===== src/rtl/level_sensor_conditioner.sv =====
// Float-switch front end: 2-flop sync, per-bit debounce, thermometer check, INIT/TRACK/FAULT control.
// Optional LEVEL_STEP_EN: s moves at most one thermometer step per edge while tracking.
module level_sensor_conditioner #(
    parameter int unsigned DEBOUNCE     = 4,
    parameter int unsigned FAULT_CYCLES = 8
) (
    input  logic       clk,
    input  logic       reset_n,
    input  logic [2:0] raw,
    input  logic       fault_clr,
    output logic [2:0] s,
    output logic       s_valid,
    output logic       fault
);

    localparam logic [7:0] DB_LAST  = 8'(DEBOUNCE - 1);
    localparam logic [7:0] FC_LIMIT = 8'(FAULT_CYCLES);
    localparam logic [8:0] INIT_SAT = 9'(DEBOUNCE + 2);

    typedef enum logic [1:0] {INIT, TRACK, FAULT} state_t;

    state_t     state;
    logic [2:0] sync1, sync2, deb;
    logic [7:0] cnt [3];
    logic [7:0] fcnt, fcnt_inc;
    logic [8:0] init_cnt;
    logic       init_sat;
    logic       pat_valid, cnts_zero;
    logic [2:0] s_track;

    always_ff @(posedge clk or negedge reset_n) begin
        if (!reset_n) begin
            sync1 <= '0;
            sync2 <= '0;
            deb   <= '0;
            for (int unsigned i = 0; i < 3; i++) cnt[i] <= '0;
        end else begin
            sync1 <= raw;
            sync2 <= sync1;
            for (int unsigned i = 0; i < 3; i++) begin
                if (sync2[i] != deb[i]) begin
                    if (cnt[i] == DB_LAST) begin
                        deb[i] <= ~deb[i];
                        cnt[i] <= '0;
                    end else begin
                        cnt[i] <= cnt[i] + 8'd1;
                    end
                end else begin
                    cnt[i] <= '0;
                end
            end
        end
    end

    always_comb begin
        pat_valid = (deb == 3'b000) || (deb == 3'b001) || (deb == 3'b011) || (deb == 3'b111);
        cnts_zero = (cnt[0] == 8'd0) && (cnt[1] == 8'd0) && (cnt[2] == 8'd0);
        fcnt_inc  = (fcnt == 8'hFF) ? fcnt : fcnt + 8'd1;
`ifdef LEVEL_STEP_EN
        // Thermometer codes order correctly as unsigned values, so a magnitude compare picks the direction.
        if (deb > s)
            s_track = {s[1:0], 1'b1};
        else if (deb < s)
            s_track = {1'b0, s[2:1]};
        else
            s_track = s;
`else
        s_track = deb;
`endif
    end

    always_ff @(posedge clk or negedge reset_n) begin
        if (!reset_n) begin
            state    <= INIT;
            s        <= '0;
            s_valid  <= 1'b0;
            fault    <= 1'b0;
            fcnt     <= '0;
            init_cnt <= '0;
            init_sat <= 1'b0;
        end else begin
            case (state)
                INIT: begin
                    s       <= '0;
                    s_valid <= 1'b0;
                    if (init_cnt != INIT_SAT)
                        init_cnt <= init_cnt + 9'd1;
                    else
                        init_sat <= 1'b1;
                    // Saturation is registered, so the exit decision lands one edge after the count tops out.
                    if (init_sat) begin
                        if (pat_valid) begin
                            fcnt <= '0;
                            if (cnts_zero) begin
                                state   <= TRACK;
                                s       <= deb;
                                s_valid <= 1'b1;
                            end
                        end else begin
                            fcnt <= fcnt_inc;
                            if (fcnt_inc == FC_LIMIT) begin
                                state <= FAULT;
                                fault <= 1'b1;
                            end
                        end
                    end
                end
                TRACK: begin
                    if (pat_valid) begin
                        s    <= s_track;
                        fcnt <= '0;
                    end else begin
                        fcnt <= fcnt_inc;
                        if (fcnt_inc == FC_LIMIT) begin
                            state   <= FAULT;
                            fault   <= 1'b1;
                            s_valid <= 1'b0;
                        end
                    end
                end
                FAULT: begin
                    if (fault_clr && pat_valid) begin
                        state   <= TRACK;
                        s       <= deb;
                        fault   <= 1'b0;
                        s_valid <= 1'b1;
                        fcnt    <= '0;
                    end
                end
                default: begin
                    state <= INIT;
                end
            endcase
        end
    end

endmodule


===== config.mk =====
export PLATFORM = sky130hd
export DESIGN_NAME = level_sensor_conditioner
export DESIGN_NICKNAME = d
export VERILOG_FILES = /design/src/rtl/level_sensor_conditioner.sv
export SDC_FILE = /design/constraint.sdc
export NUM_CORES = 1
export LEC_CHECK = 0
export ABC_AREA = 0
export CORE_MARGIN = 2
export CORE_UTILIZATION = 65
export CTS_CLUSTER_DIAMETER = 100
export DETAILED_ROUTE_END_ITERATION = 10
export PLACE_DENSITY_LB_ADDON = 0.08
export SLEW_MARGIN = 25
export SYNTH_ARGS = -nofsm -noshare
export SYNTH_HDL_FRONTEND = slang
export SYNTH_SLANG_ARGS = --single-unit

===== constraint.sdc =====
create_clock -name clk -period 4 [get_ports clk]
set_clock_uncertainty 0.1 [all_clocks]
set_input_delay 1.2 -clock clk [delete_from_list [all_inputs] [get_ports clk]]
set_output_delay 1.2 -clock clk [all_outputs]
set_load 0.05 [all_outputs]

==> metrics.md <==
| Metric | Value |
|---|---|
| Max Fclk | 0.3544 GHz |
| Worst Hold Depth | 0 |
| Cells after DPL | 350 |
| Reg2Reg Capture Point | s_valid$_DFFE_PN0P_ |
| DP Worst Slack | 0.9882 ns |
| Post-cts resize count | 0 |
| GRT overflow | 0 |
| Area delta synth->final | 11.22% |
| PortBufs | 10 |
| Net Sw Frac | 0.3517 |
| Worst-Skew Late Latency | 0.32 ns |
| IO Count | 11 |
| Final std cells w/o fill | 365 |
| Critical Path Fanout Max | 2 |
| ANT cells | 0 |
| FFs w/ async S/R, synth | 1.000 |
| CP Cell Sequence | clkdlybuf4s50_1 |
| Slew HR | 0.4629 |
| Worst r2r src | fcnt[0]$_DFFE_PN0P_ |
| Drt initial violations | 159 |
| Switching power | 0.6483 mW |
| H-tree Lvls | 3 |
| First-pass GRT wire length | 9418 um |
| Gate power share | 0.310 |
| Post-synth top cells | dfrtp_1, nor2_1, nand3_1 |
| Worst Path Arrival | 1.52 ns |
| Max stage delay on crit path | 0.83 ns |
| Hold wc startpoint | sync1[2]$_DFF_PN0_ |
| Met1 wire length | 2570 um |
| Mapped Area | 2923 um2 |
| CP top delay family | buffers and inverters |
| Syn_nets | 311 |
| Startpoint Class | flip-flop |
| Worst vdd ir | 0.0003145 V |
| YS warnings | 0 |
| DR vias | 2,161 |
| Period utilisation layout | 0.7054 |
| Count leader, synth | dfrtp_1 |
| Remaining DRCs | 0 |
| Worst path buffer plus inverter count | 1 |
| Final Worst Setup Slack | 1.178 ns |
| Setup violations, final | 0 |
| Deepest clock path buffer count | 2 |
| RSZ-0062 raised after global routing | false |
| Row count | 24 |
| Seq pwr share | 0.416 |
| Clock-pin slew on the worst setup and hold paths | 0.06 ns |
| Pleak | 1.504 nW |
| Core Region | 4354 um2 |
| Syn avg cell area | 10.01 um2 |
| Hold Path End | sync2[2]$_DFF_PN0_ |
| CP Class | flip-flop to primary output |
| Internal Power | 1.195 mW |
| Gr usage total | 0.2395 |
| DP Wirelength | 3750 um |
| Setup Total Neg Slack | 0 ns |
| DR pass1 iterations | 5 |
| Total die area | 5049 um2 |
| Via-to-Cell Ratio | 5.921 |
| Mapped Cells | 292 |
| Synth top area cells | dfrtp_1, xor2_1, ha_1 |
| Hold slack | 0.2492 ns |
| Worst setup EP type | primary output |
| Status | finished clean |
| Starting Density | 0.6713 |
| PwrDens | 567.0 nW/um2 |
| Clock sinks | 58 |
| Clock root buffer | clkbuf_8 |
| Top FF cell, synth | dfrtp_1 |
| Area leader, netlist | dfrtp_1 |
| Gpl congestion | 0.8931 |
| Final nets | 328 |
| Critical Path Stages | 1 |
| Post-synth cell types | 39 |
| EDFF count, synth | 0 |
| Antenna violations before repair | 0 |
| Overall Power | 1.843 mW |
| CP max-delay cell | clkdlybuf4s50_1 |
| Max-slew violations | 0 |
| Antenna-violating nets left | 0 |
| Share of layout cells above drive strength 1 | 0.08626 |
| Worst Path Required | 2.70 ns |
| Die H | 71.06 um |
| Metal2 WL | 2581 um |
| Post-CTS Hold Buffers | 0 |
| Top cell type's share of synthesized area | 0.4966 |
| Fill count | 314 |
| Worst Reg-to-Reg Cells | 6 |
| Setup repair bufs after CTS | 0 |
| Fin crit period | 2.822 ns |
| Total CTS buffers | 9 |
| Largest net degree at the start of global routing | 43 |
| Finished Core Util | 0.7466 |
| Worst-Margin Slew | 0.7982 ns |
| Maxcap violations | 0 |
| Area after DPL | 3065 um2 |
| Sequential-to-total area share from yosys stat | 0.4966 |
| R2r setup slk | 1.65 ns |
| Hold Crit Class | flip-flop to flip-flop |
| Vias in the first global route | 2,084 |
| Design Area, Final | 3251 um2 |
| CTS tree | done |
| Total wire length | 5415 um |
| Die extent in x | 71.06 um |
| Routed length per instance | 14.84 um |
| Flops & latches, synth | 58 |
| WL met3 | 185 um |
| Hold Violations, Final | 0 |
| Clock share of power | 0.274 |
| Top layer in use | met4 |
==> layout make-up <==
type	count	area, um2	share of cell area
timing repair buffer	12	110.1	0.03387
sequential	58	1451	0.4465
clock buffer	12	145.1	0.04465
clock inverter	3	40.04	0.01232
inverter	11	41.29	0.01270
multi-input combinational	217	1398	0.4299
tap	52	65.06	0.02002
==> flip-flops by register name, indices dropped and copies added, names as in the netlist <==
name      count
cnt          24
state         2
init_sat      1
sync1         3
s             3
fault         1
sync2         3
fcnt          8
deb           3
init_cnt      9
s_valid       1
==> power by group through the flow <==
stage                     clock network (mW)  logic (mW)  registers (mW)
after floorplan                            0       0.373           0.808
after global placement                     0       0.557           0.772
after detailed placement                   0       0.571           0.774
after CTS                              0.518       0.574           0.765
after global routing                   0.545       0.642           0.778
final                                  0.506       0.571           0.767
==> cell families (layout without fill, tap and decap cells) <==
kind of cell | count (synthesis) | count (layout) | synth area share
AND/OR/NAND/NOR | 124 | 124 | 0.2033
XOR/XNOR | 29 | 29 | 0.08690
AO/OA/AOI/OAI | 46 | 46 | 0.1130
buffers and inverters | 17 | 38 | 0.02526
flip-flops | 58 | 58 | 0.4966
multiplexers | 5 | 5 | 0.01926
adder cells (fa/ha/maj) | 13 | 13 | 0.05565
==> layout by cell type, fill, tap and decap left out, types with 2 or more instances in the layout <==
cell type	instances
clkdlybuf4s50_1	9
ha_1	13
nor2_1	39
a41oi_1	2
mux2_2	4
nor2b_1	3
nand4_1	7
nor3_1	2
and2_1	4
o22ai_1	2
a21oi_1	14
and3_1	13
a31o_2	2
a21o_1	3
clkbuf_8	10
a22o_1	4
xor2_1	19
nand3_1	27
buf_4	2
a31oi_1	4
clkbuf_1	2
nor4b_1	2
o21ai_0	6
nand2_1	22
inv_1	11
clkinv_2	2
xnor2_1	10
nand2b_1	3
dfrtp_1	58
==> worst register-to-register path, delay by kind of cell, from the launching register on <==
family	cells	cell delay, ns
fa+ha+maj	1	0.31
mux	1	0.32
flops	1	0.41
simple gates	1	0.45
compound gates	3	0.64
==> worst max-delay path by stage <==
stage / slack [ns] / endpoint / start
4_1_cts: 1.17 / s[1] / s[1]$_DFFE_PN0P_
3_3_place_gp: 1.04 / fcnt[0]$_DFFE_PN0P_ / fault_clr
6_report: 1.18 / s[1] / s[1]$_DFFE_PN0P_
2_1_floorplan: 1.68 / fcnt[7]$_DFFE_PN0P_ / fault_clr
5_1_grt: 1.11 / s[1] / s[1]$_DFFE_PN0P_
3_5_place_dp: 0.99 / fcnt[0]$_DFFE_PN0P_ / fault_clr
==> routing by layer <==
metal | vias to the layer above | global-route usage
met1 | 1055 | 0.3292
met5 | - | 0
li1 | 1048 | -
met4 | 0 | 0.1048
met3 | 8 | 0.04843
met2 | 50 | 0.3718
No activity file was read; power rests on OpenSTA's default activity.
